## src/rtl/reset_seq_pkg.sv

```systemverilog
// reset_seq_pkg: shared state, cause and width definitions for the reset sequencer
package reset_seq_pkg;
  typedef enum logic [1:0] {HOLD, RELEASE, RUN} seq_state_t;
  typedef enum logic [1:0] {CAUSE_XRES = 2'd0, CAUSE_SW = 2'd1, CAUSE_WDT = 2'd2} rst_cause_t;
  localparam int RST_COUNT_W = 8;
endpackage

```

## src/rtl/wdt_counter.sv

```systemverilog
// wdt_counter: watchdog that flags a timeout after TIMEOUT un-kicked enabled cycles
module wdt_counter #(
  parameter int TIMEOUT = 1024
) (
  input  logic clk,
  input  logic rst,
  input  logic en,
  input  logic kick,
  output logic timeout
);
  localparam int W = $clog2(TIMEOUT) + 1;
  logic [W-1:0] cnt_q, cnt_d;
  // count while enabled, clear on kick or disable, stick at the terminal value
  always_comb begin
    timeout = en && !kick && cnt_q == W'(TIMEOUT - 1);
    cnt_d = (!en || kick) ? '0 : (cnt_q == W'(TIMEOUT - 1) ? cnt_q : cnt_q + W'(1));
  end
  // counter register
  always_ff @(posedge clk) cnt_q <= rst ? '0 : cnt_d;
endmodule

```

## src/rtl/reset_sequencer.sv

```systemverilog
// reset_sequencer: staged multi-domain reset release with software and watchdog restart
module reset_sequencer
  import reset_seq_pkg::*;
#(
  parameter int N_DOMAINS      = 4,
  parameter int HOLD_CYCLES    = 16,
  parameter int STAGGER_CYCLES = 4,
  parameter int WDT_TIMEOUT    = 1024
) (
  input  logic                   XCLK,
  input  logic                   XRES,
  input  logic                   SWRST,
  input  logic                   WDT_EN,
  input  logic                   WDT_KICK,
  output logic [N_DOMAINS-1:0]   RST_OUT,
  output logic                   READY,
  output logic [1:0]             CAUSE,
  output logic [RST_COUNT_W-1:0] RST_COUNT
);
  localparam int HW = $clog2(HOLD_CYCLES) + 1;
  localparam int SW = $clog2(STAGGER_CYCLES > 0 ? STAGGER_CYCLES : 1) + 1;
  localparam int STG_LAST = STAGGER_CYCLES > 0 ? STAGGER_CYCLES - 1 : 0;
  localparam bit ALL_AT_ONCE = STAGGER_CYCLES == 0 || N_DOMAINS == 1;
  localparam logic [N_DOMAINS-1:0] ONE = N_DOMAINS'(1);
  seq_state_t state_q, state_d;
  rst_cause_t cause_q, cause_d;
  logic [HW-1:0] hold_q, hold_d;
  logic [SW-1:0] stg_q, stg_d;
  logic [N_DOMAINS-1:0] rst_q, rst_d, rel_mask;
  logic [RST_COUNT_W-1:0] cnt_q, cnt_d;
  logic ready_q, ready_d, timeout, restart;
  wdt_counter #(.TIMEOUT(WDT_TIMEOUT)) u_wdt (
    .clk(XCLK),
    .rst(XRES),
    .en(state_q == RUN && WDT_EN),
    .kick(WDT_KICK),
    .timeout(timeout)
  );
  // next state: restart overrides everything, else hold count, staggered release, run
  always_comb begin
    state_d = state_q;
    hold_d = hold_q;
    stg_d = stg_q;
    rst_d = rst_q;
    ready_d = ready_q;
    cause_d = cause_q;
    cnt_d = cnt_q;
    restart = SWRST || timeout;
    rel_mask = rst_q & (rst_q - ONE);
    if (restart) begin
      state_d = HOLD;
      hold_d = '0;
      stg_d = '0;
      rst_d = '1;
      ready_d = 1'b0;
      cause_d = SWRST ? CAUSE_SW : CAUSE_WDT;
      cnt_d = cnt_q + RST_COUNT_W'(cnt_q != '1);
    end else begin
      unique case (state_q)
        HOLD: begin
          if (hold_q == HW'(HOLD_CYCLES - 1)) begin
            rst_d = ALL_AT_ONCE ? '0 : rel_mask;
            stg_d = '0;
            state_d = ALL_AT_ONCE ? RUN : RELEASE;
            ready_d = ALL_AT_ONCE;
          end else hold_d = hold_q + HW'(1);
        end
        RELEASE: begin
          if (stg_q == SW'(STG_LAST)) begin
            rst_d = rel_mask;
            stg_d = '0;
            state_d = rel_mask == '0 ? RUN : RELEASE;
            ready_d = rel_mask == '0;
          end else stg_d = stg_q + SW'(1);
        end
        RUN: state_d = RUN;
        default: state_d = HOLD;
      endcase
    end
  end
  // state and output registers
  always_ff @(posedge XCLK) begin
    if (XRES) begin
      state_q <= HOLD;
      hold_q <= '0;
      stg_q <= '0;
      rst_q <= '1;
      ready_q <= 1'b0;
      cause_q <= CAUSE_XRES;
      cnt_q <= '0;
    end else begin
      state_q <= state_d;
      hold_q <= hold_d;
      stg_q <= stg_d;
      rst_q <= rst_d;
      ready_q <= ready_d;
      cause_q <= cause_d;
      cnt_q <= cnt_d;
    end
  end
  assign RST_OUT = rst_q;
  assign READY = ready_q;
  assign CAUSE = cause_q;
  assign RST_COUNT = cnt_q;
endmodule

```

## config.mk

```make
export PLATFORM = sky130hd
export DESIGN_NAME = reset_sequencer
export DESIGN_NICKNAME = d
export VERILOG_FILES = /design/src/rtl/reset_seq_pkg.sv /design/src/rtl/wdt_counter.sv /design/src/rtl/reset_sequencer.sv
export SDC_FILE = /design/constraint.sdc
export NUM_CORES = 1
export LEC_CHECK = 0
export ABC_AREA = 1
export ABC_CLOCK_PERIOD_IN_PS = 1450
export BUFFER_PORTS_ARGS = -buffer_cell sky130_fd_sc_hd__buf_2
export CAP_MARGIN = 20
export CORE_MARGIN = 2
export CORE_UTILIZATION = 51
export CTS_CLUSTER_DIAMETER = 30
export DETAILED_ROUTE_END_ITERATION = 8
export GPL_TIMING_DRIVEN = 1
export PLACE_DENSITY = 0.82
export RECOVER_POWER = 100
export SKIP_CTS_REPAIR_TIMING = 1
export SLEW_MARGIN = 20
export SYNTH_ARGS = -nofsm -noshare
export SYNTH_HDL_FRONTEND = slang
export SYNTH_SLANG_ARGS = --single-unit
```

## constraint.sdc

```tcl
create_clock -name XCLK -period 1.45 [get_ports XCLK]
set_input_delay 0.2175 -clock XCLK [delete_from_list [all_inputs] [get_ports XCLK]]
set_output_delay 0.2175 -clock XCLK [all_outputs]
set_load 0.02 [all_outputs]
```

# After elaboration in Yosys (flattened, before gate mapping)
# Index checks and enable logic that the tools add are counted.
[totals]
reg_bits = 36
input_bits = 5
out_inout_bits = 15
elab_cells = 53
[classes]
n_addsub = 5
eq_ne = 8
mux = 14
n_bitwise = 2
reduce_logical = 16
[op_table]
columns = ["operator", "count"]
rows = [
  ["adder 11 x 1 -> 11 bit (second input constant)", 1],
  ["equality test 11 x 10 -> 1 bit (second input constant)", 1],
  ["adder 8 x 1 -> 8 bit", 1],
  ["2-to-1 mux 2 bit", 4],
  ["2-to-1 mux 4 bit", 2],
  ["inequality test 8 bit (second input constant)", 1],
  ["case mux 4 bit (2 select lines)", 1],
  ["2-to-1 mux 3 bit", 2],
  ["case mux 2 bit (3 select lines)", 1],
  ["case mux 3 bit (2 select lines)", 1],
  ["AND reduction 2 bit", 3],
  ["adder 5 x 1 -> 5 bit (second input constant)", 1],
  ["equality test 5 x 4 -> 1 bit (second input constant)", 1],
  ["AND 4 bit", 1],
  ["zero test 4 bit", 1],
  ["inequality test 2 bit (second input constant)", 2],
  ["OR reduction 2 bit", 2],
  ["subtractor 4 x 1 -> 4 bit (second input constant)", 1],
  ["adder 3 x 1 -> 3 bit (second input constant)", 1],
  ["equality test 3 x 2 -> 1 bit (second input constant)", 1],
  ["logical AND 1 bit", 3],
  ["AND reduction 3 bit", 1],
  ["equality test 2 x 1 -> 1 bit (second input constant)", 1],
  ["equality test 2 bit (second input constant)", 1],
  ["other kinds (7)", 10],
]

# Longest topological paths before layout
[depth]
ltp_word = 6
ltp_mapped = 10
depth_no_buf = 10

# By module
# Synthesis repeated with hierarchy kept, for this count alone.
[hier_totals]
cells_unflattened = 237
area_unflattened_um2 = 1717.9
[modules_own_cells]
columns = ["mod", "n_inst", "cells_each", "area_each_um2", "seq_area_each_um2"]
rows = [
  ["reset_sequencer", 1, 155, 1129.8, 500.5],
  ["wdt_counter", 1, 82, 588.1, 220.2],
]

# Worst setup path before layout
# OpenSTA, ideal clock, no wires.
[synth_timing]
path_type = "register to register"
start = "reg cnt_q[3] (netlist: RST_COUNT[3])"
end = "reg cnt_q[4] (netlist: RST_COUNT[4])"
setup_ns = 0.070
arrival_time_ns = 1.668
required_time_ns = 1.380
slack_ns = -0.287
path_stages_with_launch = 10
path_buffers = 0
synth_period_minus_slack_ns = 1.737
path_cell_list = "dfxtp_1 -> nand2_1 -> nor2_1 -> nand4_1 -> ha_1 -> ha_1 -> nand3_1 -> xnor2_1 -> nand2_1 -> a21oi_1"
[synth_between]
elab_chain_len = 2
[synth_lines]
columns = ["element", "line_no", "text"]
rows = [
  ["start: declaration", "reset_sequencer.sv:30", "logic [RST_COUNT_W-1:0] cnt_q, cnt_d;"],
  ["start signal: assignment", "reset_sequencer.sv:98", "cnt_q <= cnt_d;"],
  ["inequality test 8 bit", "reset_sequencer.sv:57", "cnt_d = cnt_q + RST_COUNT_W'(cnt_q != '1);"],
  ["adder 8 x 1 -> 8 bit (*)", "reset_sequencer.sv:57", ""],
]
# Every way passes the cells marked *; elsewhere a longest branch is shown, timed or not.
# A chain may end at the register's enable or synchronous reset.

# Worst setup path in the final report
[layout_timing]
start = "reg cnt_q[4] (netlist: RST_COUNT[4])"
end = "reg cnt_q[4] (netlist: RST_COUNT[4])"
# Same word-level chain as after synthesis.

==> results.sh <==
export IMPL_mostFrequentLayoutCell="nand2_1"
export IMPL_setup_viol=10
export IMPL_place_area_um2=2100
export IMPL_cts_root_buf="clkbuf_4"
export IMPL_wl_per_cell_um=11.8
export IMPL_final_cell_mix="49 x nand2_1, 27 x dfxtp_1, 24 x inv_1"
export IMPL_rr_worst_depth=9
export IMPL_antenna_left=0
export IMPL_syn_inst=227
export IMPL_r2r_start="RST_COUNT[4]$_SDFFE_PP0P_"
export IMPL_tritoncts="built"
export IMPL_start_util_pct=53.1
export IMPL_fin_ws_ns=-0.0791
export IMPL_ys_ff_latch=36
export IMPL_h_tree_depth=2
export IMPL_grt_pass1_vias=1455
export IMPL_grt_overflow=0
export IMPL_crit_slowest_cell="dfxtp_4"
export IMPL_dp_cells=308
export IMPL_min_period_over_period_pct=105
export IMPL_slew_violations=0
export IMPL_cp_end_kind="flop"
export IMPL_finish_utilization_pct=68.7
export IMPL_comb_power_share_pct=5.8
export IMPL_reg2reg_slack_ns=-0.08
export IMPL_critical_path_depth=9
export IMPL_vias_per_cell=5.10
export IMPL_maxCapViolCount=0
export IMPL_synthesis_nets=238
export IMPL_cp_num_buf_inv=0
export IMPL_grt_pass1_wl_um=6070
export IMPL_drt_total_wl_um=3760
export IMPL_die_x_um=62.7
export IMPL_cts_sinks=36
export IMPL_power_clock_fraction_pct=34.1
export IMPL_critPathKind="reg2reg"
export IMPL_dpl_hpwl_um=2540
export IMPL_tightest_slew_ns=0.320
export IMPL_synth_area_per_cell_um2=7.74
export IMPL_cts_path_max_buffers=2
export IMPL_violations="setup timing"
export IMPL_worst_path_max_fanout=4
export IMPL_critPathLaunch="RST_COUNT[4]$_SDFFE_PP0P_"
export IMPL_antenna_found_initial=0
export IMPL_cts_inserted_buffers=5
export IMPL_cp_required_ns=1.74
export IMPL_slew_headroom_pct=78.4
export IMPL_start_kind="flop"
export IMPL_die_y_um=62.7
export IMPL_endpoint="RST_COUNT[4]$_SDFFE_PP0P_"
export IMPL_cp_top_family="simple AND/OR/NAND/NOR gates"
export IMPL_areaGrowthSynthToFinish_pct=29.6
export IMPL_hp_class="in2reg"
export IMPL_switching_share_pct=24.0
export IMPL_layout_cells_non_filler=319
export IMPL_fin_crit_ns=1.53
export IMPL_clkLatencyLatePin_ns=0.34
export IMPL_p_seq_share_pct=60.1
export IMPL_grt_max_degree=12
export IMPL_outcome="complete, but fails checks"
export IMPL_p_sw_mw=0.398
export IMPL_crit_chain="nand2_4, nor2_4, nand4_1, ha_2, ha_4, nand3_4, xnor2_2, nand2_1, a21oi_2"
export IMPL_final_area_um2=2280
export IMPL_synth_area_um2=1760
export IMPL_first_pass_iters=5
export IMPL_fillCellCount=296
export IMPL_yosysWarnings=0
export IMPL_vdd_ir_drop_max_mv=0.537
export IMPL_nets=283
export IMPL_drt_iter0_drc=72
export IMPL_clock_fmax_mhz=654
export IMPL_coreArea_um2=3310
export IMPL_setup_tns_ns=-0.342
export IMPL_slowest_delay_ns=0.38
export IMPL_gp_congestion=0.804
export IMPL_pre_cts_slack_ns=-0.0574
export IMPL_pin_count=20
export IMPL_p_leak_nw=0.998
export IMPL_hold_viol=0
export IMPL_ys_types=31
export IMPL_rows=21
export IMPL_seq_area_frac_synth_pct=41.0
export IMPL_antenna_cells=0
export IMPL_r2r_end="RST_COUNT[4]$_SDFFE_PP0P_"
export IMPL_fp_dieArea_um2=3930
export IMPL_internal_power_mw=1.26
export IMPL_power_per_cell_area_nw_per_um2=729
export IMPL_track_usage_pct=19.4
export IMPL_path_clk_slew_ns=0.11
export IMPL_rsz0062_at_grt="true"
export IMPL_skew_ns=0.0105
export IMPL_cp_arrival_ns=1.81
export IMPL_vias=1627
export IMPL_io_buffers=19
export IMPL_final_layout_size_suffix_gt1_share_pct=35.9
export IMPL_drc=0
[power by group through the flow]
stage / registers [mW] / logic, mW / clock network (mW)
finish: 0.998 / 0.0955 / 0.566
global route: 0.999 / 0.106 / 0.629
CTS: 0.997 / 0.0942 / 0.585
detailed placement: 1.02 / 0.0938 / 0
global placement: 1.02 / 0.0915 / 0
floorplan: 1.03 / 0.0466 / 0
[worst register-to-register path: stages, from the launching register on]
cell	delay, ns
dfxtp_4	0.38
nand2_4	0.06
nor2_4	0.13
nand4_1	0.12
ha_2	0.23
ha_4	0.19
nand3_4	0.06
xnor2_2	0.10
nand2_1	0.08
a21oi_2	0.12
[logic make-up (layout without fill, tap and decap cells)]
logic type	after synthesis	after routing	synth area share (%)
adder cells (fa/ha/maj)	6	6	4.27
AND/OR/NAND/NOR	111	112	31.9
buffers and inverters	32	77	7.83
XOR/XNOR	10	10	4.99
flip-flops	36	36	41.0
AO/OA/AOI/OAI	32	32	9.97
[through the flow]
| stage | hold slack (ns) | power, mW |
|---|---|---|
| after CTS | 0.183 | 1.68 |
| after global placement | 0.433 | 1.11 |
| after floorplan | 0.423 | 1.08 |
| after detailed placement | 0.451 | 1.11 |
| final | 0.202 | 1.66 |
| after global routing | 0.208 | 1.73 |
[registers in the layout, indices dropped and copies added (netlist names)]
signal	count
hold_q	5
stg_q	3
RST_COUNT	8
CAUSE	2
READY	1
state_q	2
u_wdt.cnt_q	11
RST_OUT	4
[cells in the mapped netlist, drive strengths merged]
cell	n	area (um2)
nand3b	2	15.0
xnor2	5	43.8
o21ai	8	40.0
dfxtp	36	721
nor3	4	20.0
a21oi	20	108
a22oi	1	7.51
or2	3	18.8
and3	1	6.26
a211oi	1	7.51
a31oi	2	12.5
nor2	18	100
xor2	5	43.8
nand4	7	58.8
nand2	57	236
inv	27	101
nand3	19	105
ha	6	75.1
clkinv	1	5.00
buf	4	31.3
[layer usage]
layer  wire, um  global-route usage, %
met1       1640                   21.8
met2       1880                   34.1
met3        156                   5.59
met4         87                   8.33
met5          0                      0
[area by class of cell]
cell class / instances / area, um2 / share of cell area [%]
Sequential cell: 36 / 742 / 32.6
Clock buffer: 6 / 51.3 / 2.25
Inverter: 28 / 108 / 4.73
Tap cell: 46 / 57.6 / 2.53
Multi-Input combinational cell: 160 / 1020 / 45.0
Timing Repair Buffer: 41 / 284 / 12.5
Clock inverter: 2 / 10.0 / 0.440
[worst min path at each step]
stage	startpoint	end	slack, ns	cells after the start
floorplan	stg_q[2]$_SDFFE_PP0P_	stg_q[2]$_SDFFE_PP0P_	0.42	2
global placement	stg_q[2]$_SDFFE_PP0P_	stg_q[2]$_SDFFE_PP0P_	0.43	2
detailed placement	stg_q[2]$_SDFFE_PP0P_	stg_q[2]$_SDFFE_PP0P_	0.45	2
CTS	XRES	RST_COUNT[0]$_SDFFE_PP0P_	0.18	3
global route	XRES	RST_COUNT[6]$_SDFFE_PP0P_	0.21	3
finish	XRES	RST_COUNT[4]$_SDFFE_PP0P_	0.20	3
Note: power is estimated with default switching activity, not from simulation.
